$ cat src/rtl/jtag_pa.sv
// Shared JTAG constants: register width, IDCODE value, instruction codes and TAP state encoding.
package jtag_pa;

    localparam int REG_W = 32;

    localparam logic [REG_W-1:0] ID_CODE = 32'h4BA0_0477;

    localparam logic [REG_W-1:0] IDCODE = 32'h0000_0001;
    localparam logic [REG_W-1:0] BSR    = 32'h0000_0002;
    localparam logic [REG_W-1:0] USER   = 32'h0000_0003;
    localparam logic [REG_W-1:0] BYPASS = {REG_W{1'b1}};

    // Fixed 2'b01 in the low bits lets a host spot IR chain boundaries.
    localparam logic [REG_W-1:0] IR_CAPTURE = {{(REG_W-2){1'b0}}, 2'b01};

    typedef enum logic [3:0] {
        TEST_LOGIC_RESET = 4'd0,
        RUN_TEST_IDLE    = 4'd1,
        SELECT_DR        = 4'd2,
        CAPTURE_DR       = 4'd3,
        SHIFT_DR         = 4'd4,
        EXIT1_DR         = 4'd5,
        PAUSE_DR         = 4'd6,
        EXIT2_DR         = 4'd7,
        UPDATE_DR        = 4'd8,
        SELECT_IR        = 4'd9,
        CAPTURE_IR       = 4'd10,
        SHIFT_IR         = 4'd11,
        EXIT1_IR         = 4'd12,
        PAUSE_IR         = 4'd13,
        EXIT2_IR         = 4'd14,
        UPDATE_IR        = 4'd15
    } tap_state_t;

    // Decoded state flags consumed by the register datapath.
    typedef struct packed {
        logic tlr;
        logic cap_dr;
        logic sh_dr;
        logic upd_dr;
        logic cap_ir;
        logic sh_ir;
        logic upd_ir;
    } tap_dec_t;

endpackage

$ cat src/rtl/jtag_tap_fsm.sv
// 16-state TAP state machine driven by TMS, with decoded action flags.
module jtag_tap_fsm
    import jtag_pa::*;
(
    input  logic       tclk,
    input  logic       trst_n,
    input  logic       tms,
    output tap_state_t state,
    output tap_dec_t   dec
);

    tap_state_t state_q, state_d;

    always_ff @(posedge tclk or negedge trst_n) begin
        if (!trst_n) state_q <= TEST_LOGIC_RESET;
        else         state_q <= state_d;
    end

    always_comb begin
        state_d = state_q;
        case (state_q)
            TEST_LOGIC_RESET: state_d = tms ? TEST_LOGIC_RESET : RUN_TEST_IDLE;
            RUN_TEST_IDLE:    state_d = tms ? SELECT_DR  : RUN_TEST_IDLE;
            SELECT_DR:        state_d = tms ? SELECT_IR  : CAPTURE_DR;
            CAPTURE_DR:       state_d = tms ? EXIT1_DR   : SHIFT_DR;
            SHIFT_DR:         state_d = tms ? EXIT1_DR   : SHIFT_DR;
            EXIT1_DR:         state_d = tms ? UPDATE_DR  : PAUSE_DR;
            PAUSE_DR:         state_d = tms ? EXIT2_DR   : PAUSE_DR;
            EXIT2_DR:         state_d = tms ? UPDATE_DR  : SHIFT_DR;
            UPDATE_DR:        state_d = tms ? SELECT_DR  : RUN_TEST_IDLE;
            SELECT_IR:        state_d = tms ? TEST_LOGIC_RESET : CAPTURE_IR;
            CAPTURE_IR:       state_d = tms ? EXIT1_IR   : SHIFT_IR;
            SHIFT_IR:         state_d = tms ? EXIT1_IR   : SHIFT_IR;
            EXIT1_IR:         state_d = tms ? UPDATE_IR  : PAUSE_IR;
            PAUSE_IR:         state_d = tms ? EXIT2_IR   : PAUSE_IR;
            EXIT2_IR:         state_d = tms ? UPDATE_IR  : SHIFT_IR;
            UPDATE_IR:        state_d = tms ? SELECT_DR  : RUN_TEST_IDLE;
            default:          state_d = TEST_LOGIC_RESET;
        endcase
    end

    always_comb begin
        dec        = '0;
        dec.tlr    = (state_q == TEST_LOGIC_RESET);
        dec.cap_dr = (state_q == CAPTURE_DR);
        dec.sh_dr  = (state_q == SHIFT_DR);
        dec.upd_dr = (state_q == UPDATE_DR);
        dec.cap_ir = (state_q == CAPTURE_IR);
        dec.sh_ir  = (state_q == SHIFT_IR);
        dec.upd_ir = (state_q == UPDATE_IR);
    end

    assign state = state_q;

endmodule

$ cat src/rtl/jtag_tap_ctrl.sv
// TAP controller top: owns the DR/IR shift registers and instruction register, drives TDO on negedge.
module jtag_tap_ctrl
    import jtag_pa::*;
(
    input  logic             i_tclk,
    input  logic             i_trst_n,
    input  logic             i_tms,
    input  logic             i_tdi,
    input  logic [REG_W-1:0] i_dataReg,
    output logic             o_tdo,
    output logic             o_tdoEn,
    output logic [REG_W-1:0] o_instrReg,
    output logic [REG_W-1:0] o_shiftReg,
    output logic             o_stateIsUpdateDr,
    output logic [3:0]       o_state
);

    tap_state_t       state;
    tap_dec_t         dec;
    logic [REG_W-1:0] shift_q;
    logic [REG_W-1:0] ir_shift_q;
    logic [REG_W-1:0] instr_q;
    logic             tdo_q;
    logic             tdo_en_q;
    logic             is_bypass;

    jtag_tap_fsm u_fsm (
        .tclk   (i_tclk),
        .trst_n (i_trst_n),
        .tms    (i_tms),
        .state  (state),
        .dec    (dec)
    );

    assign is_bypass = (instr_q == BYPASS);

    // BYPASS shortens the chain to one bit: only bit 0 moves, the rest hold.
    always_ff @(posedge i_tclk or negedge i_trst_n) begin
        if (!i_trst_n) begin
            shift_q <= '0;
        end else if (dec.cap_dr) begin
            shift_q <= is_bypass ? '0 : i_dataReg;
        end else if (dec.sh_dr) begin
            if (is_bypass) shift_q[0] <= i_tdi;
            else           shift_q    <= {i_tdi, shift_q[REG_W-1:1]};
        end
    end

    always_ff @(posedge i_tclk or negedge i_trst_n) begin
        if (!i_trst_n)       ir_shift_q <= '0;
        else if (dec.cap_ir) ir_shift_q <= IR_CAPTURE;
        else if (dec.sh_ir)  ir_shift_q <= {i_tdi, ir_shift_q[REG_W-1:1]};
    end

    always_ff @(posedge i_tclk or negedge i_trst_n) begin
        if (!i_trst_n)       instr_q <= IDCODE;
        else if (dec.tlr)    instr_q <= IDCODE;
        else if (dec.upd_ir) instr_q <= ir_shift_q;
    end

    // TDO launches on the falling edge so the host samples it cleanly on the next rise.
    always_ff @(negedge i_tclk or negedge i_trst_n) begin
        if (!i_trst_n) begin
            tdo_q    <= 1'b0;
            tdo_en_q <= 1'b0;
        end else begin
            tdo_en_q <= dec.sh_dr | dec.sh_ir;
            if (dec.sh_dr)      tdo_q <= shift_q[0];
            else if (dec.sh_ir) tdo_q <= ir_shift_q[0];
        end
    end

    assign o_tdo             = tdo_q;
    assign o_tdoEn           = tdo_en_q;
    assign o_instrReg        = instr_q;
    assign o_shiftReg        = shift_q;
    assign o_stateIsUpdateDr = dec.upd_dr;
    assign o_state           = state;

endmodule

$ cat config.mk
export PLATFORM = sky130hd
export DESIGN_NAME = jtag_tap_ctrl
export DESIGN_NICKNAME = d
export VERILOG_FILES = /design/src/rtl/jtag_pa.sv /design/src/rtl/jtag_tap_fsm.sv /design/src/rtl/jtag_tap_ctrl.sv
export SDC_FILE = /design/constraint.sdc
export NUM_CORES = 1
export LEC_CHECK = 0
export CORE_MARGIN = 3
export CORE_UTILIZATION = 45
export DETAILED_ROUTE_END_ITERATION = 16
export PLACE_DENSITY = 0.73
export REMOVE_ABC_BUFFERS = 1
export SLEW_MARGIN = 25
export SYNTH_ARGS = -nofsm -noshare
export SYNTH_HDL_FRONTEND = slang
export SYNTH_SLANG_ARGS = --single-unit
$ cat constraint.sdc
create_clock -name i_tclk -period 5.45 [get_ports i_tclk]
set_clock_uncertainty 0.05 [all_clocks]
set_input_delay 1.3625 -clock i_tclk [delete_from_list [all_inputs] [get_ports i_tclk]]
set_output_delay 1.3625 -clock i_tclk [all_outputs]
set_load 0.02 [all_outputs]
After elaboration in Yosys (flattened, before gate mapping)
Cells that the tools add are included.
{"block": "totals", "ff_bits": 102, "inputBits": 36, "out_inout_bits": 71, "word_cells": 58}
{"block": "op_classes", "n_eq_ne": 17, "muxes": 24, "bitwise_logic": 1, "n_reduce_logical": 9}
{"op": "$mux W32", "count": 7}
{"op": "$pmux W4 S12", "count": 1}
{"op": "$eq A32 B32 Y1 const B", "count": 1}
{"op": "$eq A4 B4 Y1 const B", "count": 8}
{"op": "$mux W31", "count": 1}
{"op": "$eq A4 B3 Y1 const B", "count": 4}
{"op": "$mux W4", "count": 4}
{"op": "$eq A4 B2 Y1 const B", "count": 2}
{"op": "$reduce_bool A2 Y1", "count": 4}
{"op": "$mux W1", "count": 6}
{"op": "$mux W2", "count": 3}
{"op": "$mux W3", "count": 2}
{"op": "$eq A4 B1 Y1 const B", "count": 1}
{"op": "$logic_not A4 Y1", "count": 1}
{"op": "$reduce_or A2 Y1", "count": 2}
{"op": "$reduce_or A3 Y1", "count": 1}
{"op": "$ne A2 B2 Y1 const B", "count": 1}
{"op": "$reduce_and A2 Y1", "count": 1}
{"op": "$or A1 B1 Y1", "count": 1}

Longest topological paths before layout
Gate-level depths: netlist of the first run.
{"block": "logic_depth", "word_depth": 4, "mapped_depth": 7}

By module
A second synthesis of the first run with hierarchy kept.
{"block": "hier_totals", "hier_cells": 521, "area_unflattened_um2": 5172.5}
{"mod": "jtag_tap_ctrl", "instances": 1, "cells_each": 475, "area_each_um2": 4832.1, "seq_area_each_um2": 2453.6}
{"mod": "jtag_tap_fsm", "instances": 1, "cells_each": 46, "area_each_um2": 340.3, "seq_area_each_um2": 100.1}

==> results of run 1 <==
[worst max path at each step]
stage               depth (start not counted)  slack, ns    end      startpoint
CTS                                         1       0.17  o_tdo           o_tdo
finish                                      1       0.20  o_tdo           o_tdo
global route                                1       0.15  o_tdo           o_tdo
detailed placement                          1       0.28  o_tdo           o_tdo
global placement                            1       0.27  o_tdo           o_tdo
floorplan                                   4       0.16  o_tdo  u_fsm.state[3]
[power by group]
part / leakage [nW] / internal [W] / switching (W) / total [W]
clock: 0.105 / 0.000230 / 0.000264 / 0.000495
combinational: 1.13 / 0.000512 / 0.000633 / 0.00114
sequential: 1.36 / 0.000917 / 0.000177 / 0.00109
total: 2.59 / 0.00166 / 0.00107 / 0.00273
[final cells by class]
| cell class | instances | area share [%] |
|---|---|---|
| Sequential cell | 102 | 42.9 |
| Timing Repair Buffer | 116 | 19.0 |
| Inverter | 36 | 2.27 |
| Clock inverter | 5 | 1.09 |
| Tap cell | 133 | 2.80 |
| Clock buffer | 11 | 2.38 |
| Multi-Input combinational cell | 220 | 29.5 |
[per-layer routing]
metal | vias to the layer above | share of wire (%) | GRT usage (%) | wire length [um]
li1 | 1661 | - | - | -
met3 | 16 | 7.0 | 4.58 | 793
met4 | 0 | 1.4 | 6.48 | 160
met2 | 130 | 45 | 30.1 | 5070
met5 | - | 0 | 0 | 0
met1 | 1799 | 47 | 30.2 | 5310
[metrics by stage]
stage,total power (W),std cells
CTS,0.00275,623
global placement,0.00222,607
detailed placement,0.00226,607
finish,0.00273,623
floorplan,0.00175,358
global route,0.00291,623
[registers in the layout (all words and copies together) (netlist names)]
signal       count
o_shiftReg      32
o_tdoEn          1
ir_shift_q      32
o_tdo            1
u_fsm.state      4
o_instrReg      32
[cell families (layout without fill, tap and decap cells)]
| family | Yosys count | count (layout) | share of synthesized area (%) |
|---|---|---|---|
| DFF | 102 | 102 | 55.4 |
| buffers and inverters | 75 | 168 | 6.92 |
| xor gates and xnor gates | 1 | 1 | 0.190 |
| muxes | 1 | 1 | 0.217 |
| AOI/OAI and AO/OA | 148 | 148 | 30.3 |
| and+or+nand+nor | 70 | 70 | 6.95 |
[placed cells by master, fill, tap and decap left out, types with 2 or more instances in the layout]
cell type        netlist  final
clkdlybuf4s50_1        0    103
dfrtp_1               99     99
a22o_1                62     62
nand2_1               38     38
inv_1                 36     36
o211ai_1              32     32
o221ai_2              30     30
buf_4                  3     11
clkbuf_8               0     10
o21ai_0                9      9
nand4_1                8      8
nand3_1                5      4
nor2_1                 6      4
a21oi_1                5      4
nor3_1                 3      3
nor2b_1                2      2
o221ai_1               2      2
and3_1                 2      2
a221oi_1               2      2
nor2_2                 0      2
or4_1                  2      2
inv_6                  0      2
clkinv_4               0      2
dfrtn_1                2      2
dlygate4sd2_1          0      2
==> results.cfg, run 1 <==
[power_and_ir_drop]
power.leakage_nw = 2.59
power_density_nw_per_um2 = 459
ir_drop_mv = 0.215

[grt]
overflow = 0
track_usage_pct = 20.5
grt_pass1_vias = 3681
grt_max_degree = 51
antenna_found_initial = 0
grt_pass1_wl_mm = 18.8

[place]
dp_hpwl_mm = 7.33
port_buffers = 106
gp_congestion = 0.827
post_dp_cell_area_um2 = 5750
dpl_worst_slack_ns = 0.279

[sta]
slew_headroom_pct = 56.2
rsz0062_at_grt = no
tightest_slew_ns = 0.657
setup_tns_ns = 0
hold_viol = 0
whs_ns = 0.440
finalMaxSlewViolations = 0
fin_ws_ns = 0.199
setup_viol = 0

[floorplan]
dieArea_um2 = 11500
die_height_um = 107
die_w_um = 107
coreArea_um2 = 9860
placementRows = 36
ios = 107
initial_core_util_pct = 46.7

[worst_hold_path]
hold_path_end = o_instrReg[0]
whs_path_depth = 2
hp-class = flip-flop to flip-flop
min_from = o_instrReg[0]

[drt]
wirelength_mm = 11.3
route.detailed.drc = 0
drt_iter0_drc = 241
via_per_inst = 5.79
via_count = 3606
drt-wirelength-per-cell_um = 18.2
postRouteAntennaNets = 0
dr.pass1.iters = 4

[synth]
yosys.area.top_type_share_pct = 53.7
synthCells = 397
synth.most_common_cell = dfrtp_1
yosysWarnings = 0
synthFlopType = dfrtp_1
syn_area_um2 = 4610
synthDistinctLibCells = 35
ys_seq_area_share_pct = 55.4
yosys.area.top_type = dfrtp_1
async_reset_ff_share_pct = 100
synth-seq-cells = 102
syn_area_per_cell_um2 = 11.6
synth_edf_count = 0
ys_top_cells_by_count = dfrtp_1, a22o_1, nand2_1, inv_1, o211ai_1
synth_area_leaders = dfrtp_1, a22o_1, o221ai_2, o211ai_1, nand2_1

[critical_path]
cp_top_family = flip-flops
rr_startpoint = u_fsm.state[3]
end_kind = output port
critPathMaxStageDelay_ns = 0.43
cp_max_fo = 2
r2r-end = o_tdo
path_class = flip-flop to output port
r2r_setup_slack_ns = 0.74
cp_slowest_cell = dfrtn_1
worst-path-buf-inv = 1
critical_path.cell_chain = dlygate4sd2_1
arrival_ns = 3.84
crit_required_ns = 4.04
startpoint_type = flip-flop
reg2reg_depth = 5

[clock_tree]
clock_sinks = 102
ctsResizeCount = 2
post_cts.repair.setup_buffers = 0
clkLatencyLatePin_ns = 0.35
cts_hold_buf = 0
cts_buffers = 9
clk_pin_slew_worst_paths_ns = 0.09
htree_levels = 3
cts_tree = built
cts_root_buf = clkbuf_8
clock_path_buffers = 2

[flow_run]
cap_violations = 0

[layout]
seqCellArea_um2 = 2550
n_fill_cell = 801
antenna_cells = 0
final_area_um2 = 5950
drive_gt1_share_pct = 13.1
utilization_pct = 60.3
multiInputGateArea_um2 = 1760
nets = 521
area_growth_pct = 29.1

[outcome]
outcome = completed
No activity file was read; power rests on OpenSTA's default activity.
==> inputs of run 2 (changes only) <==
CORE_UTILIZATION = 30   (was 45)
PLACE_DENSITY = not set   (was 0.73)
==> run 2 against run 1 <==
- global-route usage fell by 5.8 points
- register-to-register slack better by 0.39 ns
- utilization shrank 19 points
- sequential share of layout area fell by 1.2 points
- flip-flop and latch count is the same
- sequential power about the same
- non-clock buffer count unchanged
- combinational power about the same
- highest routed layer unchanged
==> results.cfg, run 2 (synthesized netlist as in run 1, its figures left out) <==
[critical_path]
path_class = flip-flop to output port
end_kind = output port
reg2reg_depth = 4
crit_cells = 1
worst-path-buf-inv = 1
cp_slowest_cell = dfrtn_1
crit_required_ns = 4.04
startpoint_type = flip-flop
cp_max_fo = 2
critPathMaxStageDelay_ns = 0.42
cp_top_family = flip-flops
critical_path.cell_chain = dlygate4sd2_1
arrival_ns = 3.84

[layout]
nets = 521
utilization_pct = 41.5
area_growth_pct = 32.9
n_fill_cell = 1443
multiInputGateArea_um2 = 1760
drive_gt1_share_pct = 13.3
seqCellArea_um2 = 2550
layout_commonest_cell = clkdlybuf4s50_1
final_cell_mix = clkdlybuf4s50_1, dfrtp_1, a22o_1, nand2_1, inv_1
antenna_cells = 0
final_area_um2 = 6120

[power_and_ir_drop]
power.leakage_nw = 2.64
fin_total_pwr_w = 0.00292
ir_drop_mv = 0.186
power_density_nw_per_um2 = 477

[grt]
grt_pass1_wl_mm = 19.8
grt_max_degree = 47
antenna_found_initial = 0
grt_pass1_vias = 3755
overflow = 0
track_usage_pct = 14.7

[sta]
finalMaxSlewViolations = 0
setup_viol = 0
hold_viol = 0
setup_tns_ns = 0
fin_ws_ns = 0.198
tightest_slew_ns = 0.698
rsz0062_at_grt = no
slew_headroom_pct = 53.4

[drt]
postRouteAntennaNets = 0
route.detailed.drc = 0
wirelength_mm = 12.2
drt_iter0_drc = 297
via_per_inst = 5.41
dr.pass1.iters = 5
via_count = 3643
drt-wirelength-per-cell_um = 18.1

[clock_tree]
clock_sinks = 102
cts_buffers = 9
cts_hold_buf = 0
clock_path_buffers = 2
clk_pin_slew_worst_paths_ns = 0.07
cts_tree = built
htree_levels = 3
cts_root_buf = clkbuf_16
post_cts.repair.setup_buffers = 0
clkLatencyLatePin_ns = 0.35
ctsResizeCount = 2

[worst_hold_path]
whs_path_depth = 2
hp-class = flip-flop to flip-flop

[outcome]
outcome = completed

[floorplan]
placementRows = 44
die_height_um = 130
initial_core_util_pct = 31.2
ios = 107
dieArea_um2 = 16900
coreArea_um2 = 14800
die_w_um = 130

[place]
post_dp_cell_area_um2 = 5810
dp_hpwl_mm = 7.88
dpl_worst_slack_ns = 0.274
port_buffers = 106
gp_congestion = 0.734

[flow_run]
cap_violations = 0
-- run 2: routing by layer --
layer	up-vias	global-route usage (%)	share of wire, %
met4	0	3.61	0.75
met2	101	23.4	47
met3	8	4.79	6.9
li1	1676	-	-
met5	-	0	0
met1	1858	19.5	45
-- run 2: worst paths after layout --
check / startpoint / end / slack, ns
worst max-delay path: o_tdo / o_tdo / 0.20
min in group asynchronous: i_trst_n / o_instrReg[11] / 0.90
worst min register to register: o_instrReg[0] / o_instrReg[0] / 0.44
worst max register to register: u_fsm.state[3] / o_tdo / 1.13
worst min-delay path: o_instrReg[0] / o_instrReg[0] / 0.44
max in group asynchronous: i_trst_n / o_tdoEn / 1.51
-- run 2: where the power goes --
group	switching, W	internal [W]	leakage [nW]
sequential	0.000175	0.000918	1.36
combinational	0.000636	0.000512	1.13
clock	0.000304	0.000378	0.153
-- run 2: final cells by class --
cell class | count | share of cell area, %
flip-flops and latches | 102 | 41.7
multi-input cells | 220 | 28.7
repair buffers | 116 | 18.5
clock buffers | 10 | 3.90
well taps | 184 | 3.76
inverters | 36 | 2.21
clock inverters | 6 | 1.27
-- run 2: metrics by stage --
stage	std cells	hold WS, ns
after floorplan	358	0.439
after global placement	658	0.427
after global routing	674	0.480
after CTS	674	0.448
final	674	0.439
after detailed placement	658	0.433
==> inputs of run 3 (changes only) <==
CTS_CLUSTER_DIAMETER = 50   (was not set)
MAX_ROUTING_LAYER = met4   (was not set)
==> run 3 against run 2 <==
- flip-flop and latch count did not move
- non-clock buffer count is the same
- die area is the same
- clock power about the same
- power about the same
- sequential share of layout area unchanged
- count of clock-buffer cells in the layout did not move
- routed wire length increased by 0.27%
- sequential power about the same
- first-iteration DRC count grew 1.3%
- register-to-register slack about the same
- worst hold slack is essentially flat
- largest cell class unchanged
- highest routed layer unchanged
==> results.cfg, run 3 (synthesized netlist as in run 1, its figures left out) <==
[floorplan]
placementRows = 44
initial_core_util_pct = 31.2
coreArea_um2 = 14800
dieArea_um2 = 16900
die_w_um = 130
die_height_um = 130
ios = 107

[clock_tree]
post_cts.repair.setup_buffers = 0
clock_sinks = 102
clk_pin_slew_worst_paths_ns = 0.07
clkLatencyLatePin_ns = 0.35
cts_buffers = 9
htree_levels = 3
clock_path_buffers = 2
cts_root_buf = clkbuf_16
cts_tree = built

[layout]
final_cell_mix = clkdlybuf4s50_1, dfrtp_1, a22o_1, nand2_1, inv_1
n_fill_cell = 1443
finalNonFillerCells = 674
area_growth_pct = 32.9
nets = 521
multiInputGateArea_um2 = 1760
layout_commonest_cell = clkdlybuf4s50_1
drive_gt1_share_pct = 13.3
antenna_cells = 0
seqCellArea_um2 = 2550

[critical_path]
cp_top_family = flip-flops
worst-path-buf-inv = 1
critical_path.cell_chain = dlygate4sd2_1
crit_cells = 1
reg2reg_depth = 4
critPathMaxStageDelay_ns = 0.42
cp_max_fo = 2
cp-startpoint = o_tdo
crit_required_ns = 4.04
cp_slowest_cell = dfrtn_1
crit_path_end = o_tdo
startpoint_type = flip-flop
arrival_ns = 3.84
rr_startpoint = u_fsm.state[3]
path_class = flip-flop to output port
end_kind = output port
r2r-end = o_tdo
r2r_setup_slack_ns = 1.13

[drt]
drt_iter0_drc = 301
drt-wirelength-per-cell_um = 18.1
wirelength_mm = 12.2
dr.pass1.iters = 4
route.detailed.drc = 0
postRouteAntennaNets = 0
via_per_inst = 5.38
via_count = 3625

[outcome]
outcome = completed

[power_and_ir_drop]
ir_drop_mv = 0.188
power.leakage_nw = 2.64
power_density_nw_per_um2 = 477

[sta]
whs_ns = 0.439
tightest_slew_ns = 0.699
slew_headroom_pct = 53.4
setup_tns_ns = 0
rsz0062_at_grt = no
finalMaxSlewViolations = 0
hold_viol = 0
setup_viol = 0

[grt]
grt_pass1_wl_mm = 19.8
track_usage_pct = 15.2
overflow = 0
grt_pass1_vias = 3769
antenna_found_initial = 0
grt_max_degree = 47

[place]
port_buffers = 106
dp.cells = 658
gp_congestion = 0.743
dp_hpwl_mm = 7.88

[worst_hold_path]
hp-class = flip-flop to flip-flop

[flow_run]
cap_violations = 0
==> run 3: power breakdown <==
group	total, W	switching [W]	internal [W]
logic	0.00115	0.000637	0.000512
clock network	0.000682	0.000304	0.000378
registers	0.00109	0.000175	0.000918
==> run 3: worst min-delay path by stage <==
stage                     end  slack [ns]  cells past startpoint           start
5_1_grt         o_instrReg[0]        0.48                      2   o_instrReg[0]
4_1_cts         o_instrReg[0]        0.45                      2   o_instrReg[0]
3_5_place_dp    o_instrReg[0]        0.43                      2   o_instrReg[0]
2_1_floorplan  ir_shift_q[10]        0.44                      1  ir_shift_q[10]
6_report        o_instrReg[0]        0.44                      2   o_instrReg[0]
3_3_place_gp    o_instrReg[0]        0.43                      2   o_instrReg[0]
==> run 3: repair_timing <==
action | CTS | global route
gates resized for setup | 2 | 0
endpoints found under the setup margin | 2 | 0
hold buffers | 0 | 0
==> run 3: final cells by class <==
type / instances / share of cell area, %
Tap cell: 184 / 3.76
Timing Repair Buffer: 116 / 18.5
Inverter: 36 / 2.21
Clock inverter: 6 / 1.27
Sequential cell: 102 / 41.7
Multi-Input combinational cell: 220 / 28.7
Clock buffer: 10 / 3.90
==> run 3: worst min-delay path, stage by stage (launching register included) <==
cell and delay (ns):
dfstp_2 0.38, inv_1 0.05, a22oi_1 0.06
==> run 3: through the flow <==
| stage | power (W) | setup WS [ns] | instance area (um^2) | utilization, % |
|---|---|---|---|---|
| final | 0.00292 | 0.196 | 6120 | 41.5 |
| after global routing | 0.00310 | 0.145 | 6120 | 41.5 |
| after CTS | 0.00296 | 0.167 | 6120 | 41.5 |
| after detailed placement | 0.00227 | 0.274 | 5810 | 39.4 |
| after global placement | 0.00224 | 0.270 | 5810 | 39.3 |
| after floorplan | 0.00175 | 0.161 | 4430 | - |
==> run 3: layer usage <==
| metal | vias up | GRT usage, % | wire length, um |
|---|---|---|---|
| met1 | 1826 | 19.7 | 5480 |
| li1 | 1675 | - | - |
| met2 | 118 | 23.3 | 5750 |
| met5 | - | - | 0 |
| met4 | 0 | 3.61 | 70 |
| met3 | 6 | 4.91 | 909 |
